==> src/rtl/period_meter_pkg.sv <==
// rtl/period_meter_pkg.sv - shared types and defaults for the period meter
package period_meter_pkg;

    typedef enum logic [1:0] {
        ST_IDLE,
        ST_ARM,
        ST_MEASURE,
        ST_DONE
    } state_t;

    localparam int unsigned DEFAULT_TIMEOUT = 32'd1000000;

endpackage

==> src/rtl/sync_edge_detect.sv <==
// rtl/sync_edge_detect.sv - two-flop synchronizer with registered rise/fall pulses
module sync_edge_detect (
    input  logic clk,
    input  logic reset,
    input  logic din,
    output logic rise,
    output logic fall
);

    logic s1;
    logic s2;
    logic s3;

    // Pulses appear three clk edges after the input edge and last one cycle.
    always_ff @(posedge clk) begin
        if (reset) begin
            s1   <= 1'b0;
            s2   <= 1'b0;
            s3   <= 1'b0;
            rise <= 1'b0;
            fall <= 1'b0;
        end else begin
            s1   <= din;
            s2   <= s1;
            s3   <= s2;
            rise <= s2 & ~s3;
            fall <= ~s2 & s3;
        end
    end

endmodule

==> src/rtl/period_meter.sv <==
// rtl/period_meter.sv - measures period and high time of a slow clock in clk cycles
module period_meter
    import period_meter_pkg::*;
#(
    parameter int          CNT_W   = 32,
    parameter int unsigned TIMEOUT = DEFAULT_TIMEOUT
) (
    input  logic             clk,
    input  logic             reset,
    input  logic             meas_clk,
    input  logic             start,
    output logic [CNT_W-1:0] period,
    output logic [CNT_W-1:0] high_time,
    output logic [CNT_W-1:0] div_value,
    output logic             valid,
    input  logic             ready,
    output logic             busy,
    output logic             timeout
);

    localparam logic [CNT_W-1:0] ONE     = CNT_W'(1);
    localparam logic [CNT_W-1:0] TWO     = CNT_W'(2);
    localparam logic [CNT_W-1:0] TO_LAST = CNT_W'(TIMEOUT - 1);

    state_t           state;
    state_t           state_nxt;
    logic             rise;
    logic             fall;
    logic [CNT_W-1:0] cnt;
    logic [CNT_W-1:0] hcap;
    logic [CNT_W-1:0] tcnt;
    logic             to_hit;

    function automatic logic [CNT_W-1:0] sat_inc(input logic [CNT_W-1:0] v);
        return (&v) ? v : v + ONE;
    endfunction

    sync_edge_detect u_sync (
        .clk   (clk),
        .reset (reset),
        .din   (meas_clk),
        .rise  (rise),
        .fall  (fall)
    );

    assign to_hit = (tcnt == TO_LAST);

    always_ff @(posedge clk) begin
        if (reset) begin
            state <= ST_IDLE;
        end else begin
            state <= state_nxt;
        end
    end

    // Timeout wins over a coincident rise so the start-to-exit bound always holds.
    always_comb begin
        state_nxt = state;
        case (state)
            ST_IDLE:    if (start) state_nxt = ST_ARM;
            ST_ARM:     if (to_hit) state_nxt = ST_IDLE;
                        else if (rise) state_nxt = ST_MEASURE;
            ST_MEASURE: if (to_hit) state_nxt = ST_IDLE;
                        else if (rise) state_nxt = ST_DONE;
            ST_DONE:    if (ready) state_nxt = ST_IDLE;
            default:    state_nxt = ST_IDLE;
        endcase
    end

    always_comb begin
        busy  = 1'b0;
        valid = 1'b0;
        case (state)
            ST_ARM, ST_MEASURE: busy  = 1'b1;
            ST_DONE:            valid = 1'b1;
            default:            ;
        endcase
    end

    // High time is captured privately so an abandoned run leaves the last result intact.
    always_ff @(posedge clk) begin
        if (reset) begin
            cnt       <= '0;
            hcap      <= '0;
            tcnt      <= '0;
            timeout   <= 1'b0;
            period    <= '0;
            high_time <= '0;
            div_value <= '0;
        end else begin
            case (state)
                ST_IDLE: begin
                    if (start) begin
                        tcnt    <= '0;
                        timeout <= 1'b0;
                    end
                end
                ST_ARM: begin
                    tcnt <= sat_inc(tcnt);
                    if (to_hit) begin
                        timeout <= 1'b1;
                    end else if (rise) begin
                        cnt  <= ONE;
                        hcap <= '0;
                    end
                end
                ST_MEASURE: begin
                    tcnt <= sat_inc(tcnt);
                    if (to_hit) begin
                        timeout <= 1'b1;
                    end else if (rise) begin
                        period    <= cnt;
                        high_time <= hcap;
                        div_value <= (cnt < TWO) ? '0 : (cnt >> 1) - ONE;
                    end else begin
                        if (fall) hcap <= cnt;
                        cnt <= sat_inc(cnt);
                    end
                end
                default: ;
            endcase
        end
    end

endmodule

==> config.mk <==
export PLATFORM = sky130hd
export DESIGN_NAME = period_meter
export DESIGN_NICKNAME = d
export VERILOG_FILES = /design/src/rtl/period_meter_pkg.sv /design/src/rtl/sync_edge_detect.sv /design/src/rtl/period_meter.sv
export SDC_FILE = /design/constraint.sdc
export NUM_CORES = 1
export LEC_CHECK = 0
export CAP_MARGIN = 0
export CORE_MARGIN = 4
export CORE_UTILIZATION = 51
export DETAILED_ROUTE_END_ITERATION = 10
export PLACE_DENSITY = 0.85
export SYNTH_ARGS = -nofsm -noshare
export SYNTH_HDL_FRONTEND = slang
export SYNTH_SLANG_ARGS = --single-unit
==> constraint.sdc <==
create_clock -name clk -period 2.38 [get_ports clk]
set_input_delay 0.476 -clock clk [delete_from_list [all_inputs] [get_ports clk]]
set_output_delay 0.476 -clock clk [all_outputs]
set_load 0.02 [all_outputs]
==> results of run 1 <==
## per-layer routing
| layer | vias up | part of all wire [%] | GRT usage (%) |
|---|---|---|---|
| met1 | 3965 | 41 | 28.70 |
| met4 | 0 | 3.2 | 9.077 |
| met5 | - | 0 | 0 |
| met3 | 59 | 6.7 | 4.985 |
| li1 | 4139 | - | - |
| met2 | 339 | 49 | 40.21 |
## cells by family (layout without fill, tap and decap cells)
family,count (synthesis),after routing,synth area share (%)
flip-flops,199,199,44.78
AO/OA/AOI/OAI,239,239,15.94
adder cells (fa/ha/maj),9,9,1.266
multiplexers,5,5,0.5767
AND/OR/NAND/NOR,512,512,27.83
buffers and inverters,108,232,5.331
XOR/XNOR,43,43,4.233
other,1,1,0.04215
## power by group
part           switching [mW]  internal (mW)  total, mW
clock                    1.32           1.37       2.69
sequential            0.00953           3.34       3.35
combinational           0.161         0.0832      0.244
total                    1.49           4.79       6.28
## per-stage QoR
step | power [mW] | TNS [ns] | area, um^2 | instances
after floorplan | 3.570 | 0 | 8896 | 1116
after global placement | 3.653 | 0 | 10510 | 1433
after detailed placement | 3.655 | 0 | 10510 | 1433
after CTS | 6.302 | 0 | 11060 | 1465
after global routing | 6.464 | -1.294 | 11130 | 1465
final | 6.281 | 0 | 11130 | 1465
## critical path, stage by stage, from the launching register on
cell,delay (ns)
dfxtp_1,0.36
nor4_1,0.44
nand3_1,0.19
or3_1,0.49
buf_4,0.21
nand3_1,0.12
buf_12,0.14
a21oi_1,0.05
a211oi_1,0.24
## state kept, by name (all words and copies together) (netlist names), 2 cells and up
name and count:
cnt 32, hcap 32, high_time 32, period 32
tcnt 32, div_value 31, state 2
## cell type report
class | instances | area [um^2] | area share [%]
clock buffers | 20 | 436.7 | 3.924
inverters | 19 | 71.32 | 0.6408
well taps | 225 | 281.5 | 2.530
clock inverters | 12 | 111.4 | 1.001
repair buffers | 181 | 1710 | 15.37
multi-input cells | 809 | 4534 | 40.74
flip-flops and latches | 199 | 3984 | 35.80
## placed cells by master, fill, tap and decap left out, types with 10 or more instances in the layout
cell / synthesis / layout
buf_4: 7 / 72
inv_1: 19 / 18
or3_1: 15 / 14
clkdlybuf4s50_1: 0 / 100
a21oi_1: 130 / 129
a22oi_1: 18 / 18
o21ai_0: 31 / 31
xnor2_1: 23 / 23
nand4_1: 23 / 23
nor2_1: 87 / 87
and3_1: 17 / 16
nor4_1: 18 / 17
xor2_1: 20 / 20
o2bb2ai_1: 10 / 10
dfxtp_1: 199 / 199
nor3_1: 28 / 24
nand2_1: 200 / 200
clkbuf_16: 0 / 17
nand3_1: 70 / 70
## path summary, 6_finish.rpt
check	endpoint	depth (start not counted)
min reg2reg	u_sync.rise$_SDFF_PP0_	1
min	u_sync.rise$_SDFF_PP0_	1
max reg2reg	cnt[12]$_SDFFE_PP0P_	8
max	cnt[12]$_SDFFE_PP0P_	8
## what timing repair did
item,4_1_cts,5_1_grt
cloned,0,0
resized for setup,1,15
endpoints found under the setup margin,1,65
==> flow_summary.json, run 1 <==
{
  "status": "completed",
  "fmax_mhz": 427.7,
  "yosys-top-cells-area": "dfxtp_1 (45%), nand2_1 (8.4%), a21oi_1 (7.3%)",
  "syn_inst": 1116,
  "num_vias": 8502,
  "hp-class": "flop to flop",
  "synth_edf_count": 0,
  "crit_path_start": "tcnt[24]$_SDFFE_PP0P_",
  "worstMarginPinSlew_ns": 0.6109,
  "cp_max_fo": 9,
  "post-synth-top-area-fraction_pct": 44.78,
  "n_antenna_cell": 0,
  "cts-hold-fix-buffers": 0,
  "grt_pass1_vias": 7933,
  "synth_nets": 1130,
  "hold_ws_ns": 0.4053,
  "place_ws_ns": 0.07227,
  "post-cts-setup-buffers": 0,
  "filler_cell_count": 1440,
  "overflow": 0,
  "cts_buffers": 17,
  "ir_drop_mv": 0.5122,
  "initial_utilization_pct": 51.79,
  "r2r_start": "tcnt[24]$_SDFFE_PP0P_",
  "die_x_um": 140.1,
  "finalCritPeriodShare_pct": 98.23,
  "setup_viol": 0,
  "cts_root_buffer": "clkbuf_16",
  "cp-end-kind": "flop",
  "area.growth.synth_to_final_pct": 25.11,
  "synthFlopType": "dfxtp_1",
  "syn-cell-area_um2": 8896,
  "synth.top_cells.by_count": "nand2_1 (200), dfxtp_1 (199), a21oi_1 (130)",
  "synth-seq-cells": 199,
  "yosysMostFrequentCell": "nand2_1",
  "core_area_um2": 17180,
  "min-delay-start": "u_sync.s3$_SDFF_PP0_",
  "rsz0062_at_grt": "true",
  "firstDrtPassIters": 5,
  "portBuffers": 102,
  "arrival_ns": 2.68,
  "skew_ns": 0.01354,
  "clock_latency_ns": 0.44,
  "worst_slack_ns": 0.04207,
  "hold_violations": 0,
  "drt_wl_total_mm": 23.54,
  "cts_sinks": 199,
  "h-tree-depth": 4,
  "power.leakage_nw": 3.846,
  "yosysTopAreaCell": "dfxtp_1",
  "drive_above_1_share_pct": 11.53,
  "grtUsageTotal_pct": 23.38,
  "grt_pass1_wl_mm": 38.29,
  "fin_util_pct": 64.79,
  "report.final.slew_viol_count": 0,
  "synthArstFlopShare_pct": 0,
  "antenna_found_initial": 0,
  "fin_crit_ns": 2.338,
  "viasPerCell": 5.803,
  "ant_nets": 0,
  "route.detailed.drc": 0,
  "gp_congestion": 0.9478,
  "clk_path_buf_depth": 2,
  "start_kind": "flop",
  "critPathKind": "flop to flop",
  "slew_headroom_pct": 59.28,
  "ys_types": 67,
  "yosysSeqAreaShare_pct": 44.78,
  "grt_max_degree": 69,
  "r2r_slack_ns": 0.04,
  "synth_warnings": 0,
  "placementRows": 48,
  "avgSynthCellArea_um2": 7.971,
  "final_nets": 1241,
  "cap_violations": 0,
  "p_per_area_nw_per_um2": 564.3,
  "die_h_um": 140.1,
  "die-area_um2": 19620,
  "dp_hpwl_mm": 16.59,
  "ios": 104,
  "drt-initial-drc-count": 784,
  "required_ns": 2.73,
  "cts_tree": "done",
  "path_clk_slew_ns": 0.07,
  "wl_per_cell_um": 16.07
}
Note: power is estimated with default switching activity, not from simulation.
==> run 2: changes to the inputs <==
--- a/config.mk
+++ b/config.mk
@@ -9,6 +9,7 @@
 export CORE_MARGIN = 4
 export CORE_UTILIZATION = 51
 export DETAILED_ROUTE_END_ITERATION = 10
+export GPL_TIMING_DRIVEN = 0
 export PLACE_DENSITY = 0.85
 export SYNTH_ARGS = -nofsm -noshare
 export SYNTH_HDL_FRONTEND = slang
==> run 2 against run 1 <==
- the run now ends with setup timing left
- power is 8.0% higher
- sequential cell count stayed put
- worst hold slack better by 0.0026 ns
- first-iteration DRC count is 53% higher
- via count is 7.8% higher
- critical path depth is 1 lower
- global-route usage is 2.5 points higher
- core utilization is 2.2 points higher
- non-clock buffer count is 28 higher
- sequential share of layout area is 1.1 points lower
- final area is 3.4% higher
- setup slack worse by 0.14 ns
- critical endpoint is now cnt[4]$_SDFFE_PP0P_
- highest routed layer unchanged
==> flow_summary.json, run 2 (synthesis results as in run 1) <==
{
  "cap_violations": 0,
  "r2r-end": "cnt[4]$_SDFFE_PP0P_",
  "die_x_um": 140.1,
  "antenna_found_initial": 0,
  "seqPwrFrac_pct": 49.3,
  "portBuffers": 102,
  "start_kind": "flop",
  "rsz0062_at_grt": "true",
  "placementRows": 48,
  "power.share.clock_pct": 46.8,
  "comb_power_share_pct": 3.9,
  "clk_path_buf_depth": 2,
  "clock_latency_ns": 0.45,
  "grtUsageTotal_pct": 25.91,
  "grt_max_degree": 21,
  "filler_cell_count": 1344,
  "initial_utilization_pct": 51.79,
  "fin_crit_ns": 2.482,
  "cts-hold-fix-buffers": 0,
  "overflow": 0,
  "route.detailed.drc": 0,
  "place_ws_ns": -0.6964,
  "drt_wl_total_mm": 27.87,
  "arrival_ns": 2.80,
  "grt_pass1_vias": 8309,
  "num_vias": 9169,
  "cts_root_buffer": "clkbuf_16",
  "viasPerCell": 6.137,
  "place_area_um2": 10200,
  "hp-class": "flop to flop",
  "firstDrtPassIters": 6,
  "die-area_um2": 19620,
  "rr_worst_depth": 7,
  "drive_above_1_share_pct": 14.18,
  "cts_sinks": 199,
  "internal_power_mw": 5.138,
  "slew_headroom_pct": 53.38,
  "cts_buffers": 17,
  "setup_viol": 2,
  "r2r_start": "tcnt[0]$_SDFFE_PP0P_",
  "path_clk_slew_ns": 0.08,
  "worstMarginPinSlew_ns": 0.6940,
  "status": "complete, but fails checks",
  "r2r_slack_ns": -0.10,
  "drt-initial-drc-count": 1202,
  "crit_path_start": "tcnt[0]$_SDFFE_PP0P_",
  "final_common_cell": "nand2_1",
  "cts_tree": "done",
  "wl_per_cell_um": 18.65,
  "core_area_um2": 17180,
  "power.leakage_nw": 3.973,
  "ir_drop_mv": 0.5095,
  "switching_share_pct": 24.25,
  "finalSetupTns_ns": -0.1156,
  "switching_power_mw": 1.645,
  "cp_max_fo": 10,
  "hold_violations": 0,
  "h-tree-depth": 4,
  "p_per_area_nw_per_um2": 589.6,
  "violations": "setup timing",
  "final_cell_mix": "nand2_1 (199), dfxtp_1 (194), a21oi_1 (130)",
  "gp_congestion": 0.9718,
  "die_h_um": 140.1,
  "critPathKind": "flop to flop",
  "grt_pass1_wl_mm": 41.61,
  "n_antenna_cell": 0,
  "area.growth.synth_to_final_pct": 29.33,
  "ant_nets": 0,
  "cp-end-kind": "flop",
  "required_ns": 2.70,
  "worst_slack_ns": -0.1020,
  "holdPathEnd": "u_sync.rise$_SDFF_PP0_",
  "skew_ns": 0.01105,
  "final_nets": 1270,
  "dp_hpwl_mm": 18.03,
  "worstHoldPathCells": 1,
  "min-delay-start": "u_sync.s3$_SDFF_PP0_",
  "fmax_mhz": 402.9,
  "ios": 104,
  "postLayoutCellArea_um2": 11500,
  "finalCritPeriodShare_pct": 104.3,
  "report.final.slew_viol_count": 0
}
run 2: layer usage:
layer / track usage, % / part of all wire [%] / up-vias / wire length [um]
li1: - / - / 4189 / -
met1: 31.91 / 37 / 4258 / 10370
met2: 43.02 / 49 / 565 / 13590
met3: 5.941 / 9.5 / 157 / 2649
met4: 12.29 / 4.5 / 0 / 1257
met5: 0 / 0 / - / 0
run 2: area by class of cell:
| type | instances | area (um^2) | share of cell area (%) |
|---|---|---|---|
| buffer | 81 | 461.7 | 4.013 |
| clock buffer | 17 | 425.4 | 3.698 |
| clock inverter | 15 | 232.7 | 2.023 |
| inverter | 19 | 71.32 | 0.6199 |
| multi-input combinational | 810 | 4802 | 41.74 |
| sequential | 199 | 3995 | 34.73 |
| tap | 225 | 281.5 | 2.447 |
| timing repair buffer | 128 | 1235 | 10.73 |
run 2: repair_timing:
action,CTS,global route
setup endpoints to repair,184,184
cloned,0,2
pin swaps,3,18
gates resized for setup,59,80
setup buffers,6,19
run 2: power by group through the flow:
stage               Sequential, mW  Clock, mW  Combinational, mW
global placement              3.42          0              0.215
finish                        3.34       3.18              0.262
CTS                           3.34       3.18              0.233
floorplan                     3.42          0              0.148
global route                  3.35       3.30              0.285
detailed placement            3.42          0              0.220
run 2: worst max path at each step:
stage / cells after the start / to / slack [ns]
3_5_place_dp: 8 / div_value[22]$_SDFFE_PP0P_ / -0.70
5_1_grt: 7 / cnt[4]$_SDFFE_PP0P_ / -0.20
3_3_place_gp: 8 / div_value[24]$_SDFFE_PP0P_ / -0.66
4_1_cts: 9 / hcap[5]$_SDFFE_PP0P_ / -0.04
2_1_floorplan: 7 / cnt[27]$_SDFFE_PP0P_ / 0.01
6_report: 7 / cnt[4]$_SDFFE_PP0P_ / -0.10
run 2: stage by stage:
step | util, % | std cells | total power, mW | hold slack (ns)
floorplan | - | 1116 | 3.570 | 0.3835
global placement | 59.38 | 1443 | 3.638 | 0.3872
detailed placement | 59.38 | 1443 | 3.644 | 0.4000
CTS | 64.56 | 1478 | 6.753 | 0.4130
global route | 66.98 | 1494 | 6.935 | 0.4265
finish | 66.98 | 1494 | 6.783 | 0.4079
run 2: critical path, stage by stage (launching register included):
cell,delay [ns]
dfxtp_1,0.39
ha_1,0.19
and3_1,0.23
nand3_2,0.19
or3_4,0.47
and3_2,0.25
buf_4,0.20
a311oi_1,0.42
==> run 3: changes to the inputs <==
--- a/config.mk
+++ b/config.mk
@@ -7,10 +7,11 @@
 export LEC_CHECK = 0
 export CAP_MARGIN = 0
 export CORE_MARGIN = 4
-export CORE_UTILIZATION = 51
+export CORE_UTILIZATION = 35
 export DETAILED_ROUTE_END_ITERATION = 10
+export DONT_BUFFER_PORTS = 1
 export GPL_TIMING_DRIVEN = 0
-export PLACE_DENSITY = 0.85
+export PLACE_DENSITY = 0.59
 export SYNTH_ARGS = -nofsm -noshare
 export SYNTH_HDL_FRONTEND = slang
 export SYNTH_SLANG_ARGS = --single-unit
==> run 3 against run 2 <==
- the flow now finishes without violations
- register-to-register slack better by 0.16 ns
- critical path type unchanged
- highest routed layer is now met5
- critical endpoint is now cnt[27]$_SDFFE_PP0P_
- first-iteration DRC count down 35%
- sequential cell count unchanged
==> flow_summary.json, run 3 (synthesis results as in run 1) <==
{
  "path_clk_slew_ns": 0.08,
  "crit_path_start": "cnt[1]$_SDFFE_PP0P_",
  "r2r_start": "cnt[1]$_SDFFE_PP0P_",
  "ant_nets": 0,
  "die_x_um": 167.4,
  "n_antenna_cell": 0,
  "power.leakage_nw": 3.563,
  "internal_power_mw": 4.865,
  "setup_viol": 0,
  "drive_above_1_share_pct": 15.19,
  "grt_pass1_vias": 7501,
  "portBuffers": 0,
  "switching_share_pct": 26.13,
  "dr_wl_met2_mm": 12.69,
  "antenna_found_initial": 1,
  "final_cell_mix": "nand2_1 (199), dfxtp_1 (192), a21oi_1 (130)",
  "route.detailed.drc": 0,
  "fin_util_pct": 41.89,
  "ios": 104,
  "hold_violations": 0,
  "viasPerCell": 5.423,
  "clock_latency_ns": 0.45,
  "cp_max_fo": 8,
  "drt-initial-drc-count": 784,
  "comb_power_share_pct": 3.8,
  "h-tree-depth": 4,
  "clk_path_buf_depth": 2,
  "critPathKind": "flop to flop",
  "num_vias": 8107,
  "finalSetupTns_ns": 0,
  "r2r_slack_ns": 0.06,
  "multi_input_area_um2": 4772,
  "final_cells": 1495,
  "r2r-end": "cnt[27]$_SDFFE_PP0P_",
  "wl_met3_mm": 2.160,
  "worstMarginPinSlew_ns": 0.9269,
  "placementRows": 58,
  "cap_violations": 0,
  "die_h_um": 167.4,
  "hp-class": "input pin to flop",
  "skew_ns": 0.01443,
  "drt_wl_total_mm": 27.40,
  "grtUsageTotal_pct": 18.90,
  "top_layer": "met5",
  "cts_tree": "done",
  "ir_drop_mv": 0.4514,
  "arrival_ns": 2.70,
  "grt_pass1_wl_mm": 42.77,
  "ff_latch_area_um2": 4003,
  "cts_buffers": 17,
  "wl_per_cell_um": 18.33,
  "fin_crit_ns": 2.320,
  "power.share.clock_pct": 45.4,
  "filler_cell_count": 2593,
  "area.growth.synth_to_final_pct": 18.23,
  "seqPwrFrac_pct": 50.8,
  "crit_end": "cnt[27]$_SDFFE_PP0P_",
  "dp_hpwl_mm": 19.28,
  "cts_sinks": 199,
  "rr_worst_depth": 7,
  "drt-met1-wl_mm": 11.87,
  "cp-end-kind": "flop",
  "gp_congestion": 0.9248,
  "die-area_um2": 28030,
  "status": "completed",
  "start_kind": "flop",
  "fmax_mhz": 431.0,
  "firstDrtPassIters": 5,
  "final_nets": 1166,
  "grt_max_degree": 22,
  "core_area_um2": 25110,
  "required_ns": 2.76,
  "report.final.slew_viol_count": 0,
  "cts_root_buffer": "clkbuf_16",
  "p_per_area_nw_per_um2": 626.2,
  "switching_power_mw": 1.721,
  "final_common_cell": "nand2_1",
  "slew_headroom_pct": 38.21,
  "finalCritPeriodShare_pct": 97.48,
  "dp_cells": 1446,
  "initial_utilization_pct": 35.43,
  "overflow": 0
}
[run 3: cell count changes in the layout (fill, tap and decap cells not counted), sizes merged]
cell           delta
bufinv            -3
clkdlybuf4s50   -101
dlygate4sd2       -1
clkbuf            +2
clkinv            +2
buf               -3
[run 3: cell type report]
class / count / share of cell area, %
repair buffers: 24 / 1.868
inverters: 19 / 0.6781
flip-flops and latches: 199 / 38.06
plain buffers: 81 / 4.223
multi-input cells: 810 / 45.37
clock inverters: 14 / 1.701
well taps: 330 / 3.926
clock buffers: 18 / 4.176
[run 3: routing by layer]
layer	vias up	GRT usage, %
met5	-	0
met4	2	6.351
met3	49	5.241
met2	288	29.94
met1	3783	24.97
li1	3985	-
[run 3: power by group through the flow]
stage                     Sequential [mW]  Combinational (mW)  Clock (mW)
after floorplan                      3.42               0.148           0
final                                3.34               0.253        2.99
after global placement               3.42               0.214           0
after CTS                            3.34               0.242        3.05
after detailed placement             3.42               0.217           0
after global routing                 3.35               0.273        3.16
[run 3: worst max-delay path: stages (launching register included)]
cell and delay, ns:
dfxtp_4 0.38, ha_4 0.15, nand4_4 0.15, or4_4 0.54, buf_6 0.16, or4_1 0.42
or3_1 0.33, a21oi_1 0.14
[run 3: metrics by stage]
step	instance area (um^2)	hold slack [ns]	total power [mW]	setup WS [ns]
after CTS	10270	0.1597	6.639	0.0005411
after global routing	10520	0.1722	6.781	-0.07088
final	10520	0.1688	6.587	0.05992
after floorplan	8896	0.3835	3.570	0.01143
after global placement	9309	0.3928	3.637	-0.8963
after detailed placement	9309	0.3939	3.641	-0.9239
[run 3: worst min path at each step]
stage / start / cells past startpoint / endpoint / slack (ns)
floorplan: u_sync.s3$_SDFF_PP0_ / 1 / u_sync.rise$_SDFF_PP0_ / 0.38
global placement: u_sync.s3$_SDFF_PP0_ / 1 / u_sync.rise$_SDFF_PP0_ / 0.39
detailed placement: u_sync.s3$_SDFF_PP0_ / 1 / u_sync.rise$_SDFF_PP0_ / 0.39
CTS: meas_clk / 1 / u_sync.s1$_SDFF_PP0_ / 0.16
global route: meas_clk / 1 / u_sync.s1$_SDFF_PP0_ / 0.17
finish: meas_clk / 1 / u_sync.s1$_SDFF_PP0_ / 0.17
[run 3: what timing repair did]
action	CTS	global route
setup buffers	13	10
cloned	0	2
resized for setup	64	64
endpoints found under the hold margin	0	0
setup endpoints to repair	191	171
pin swaps	5	10
hold buffers	0	0
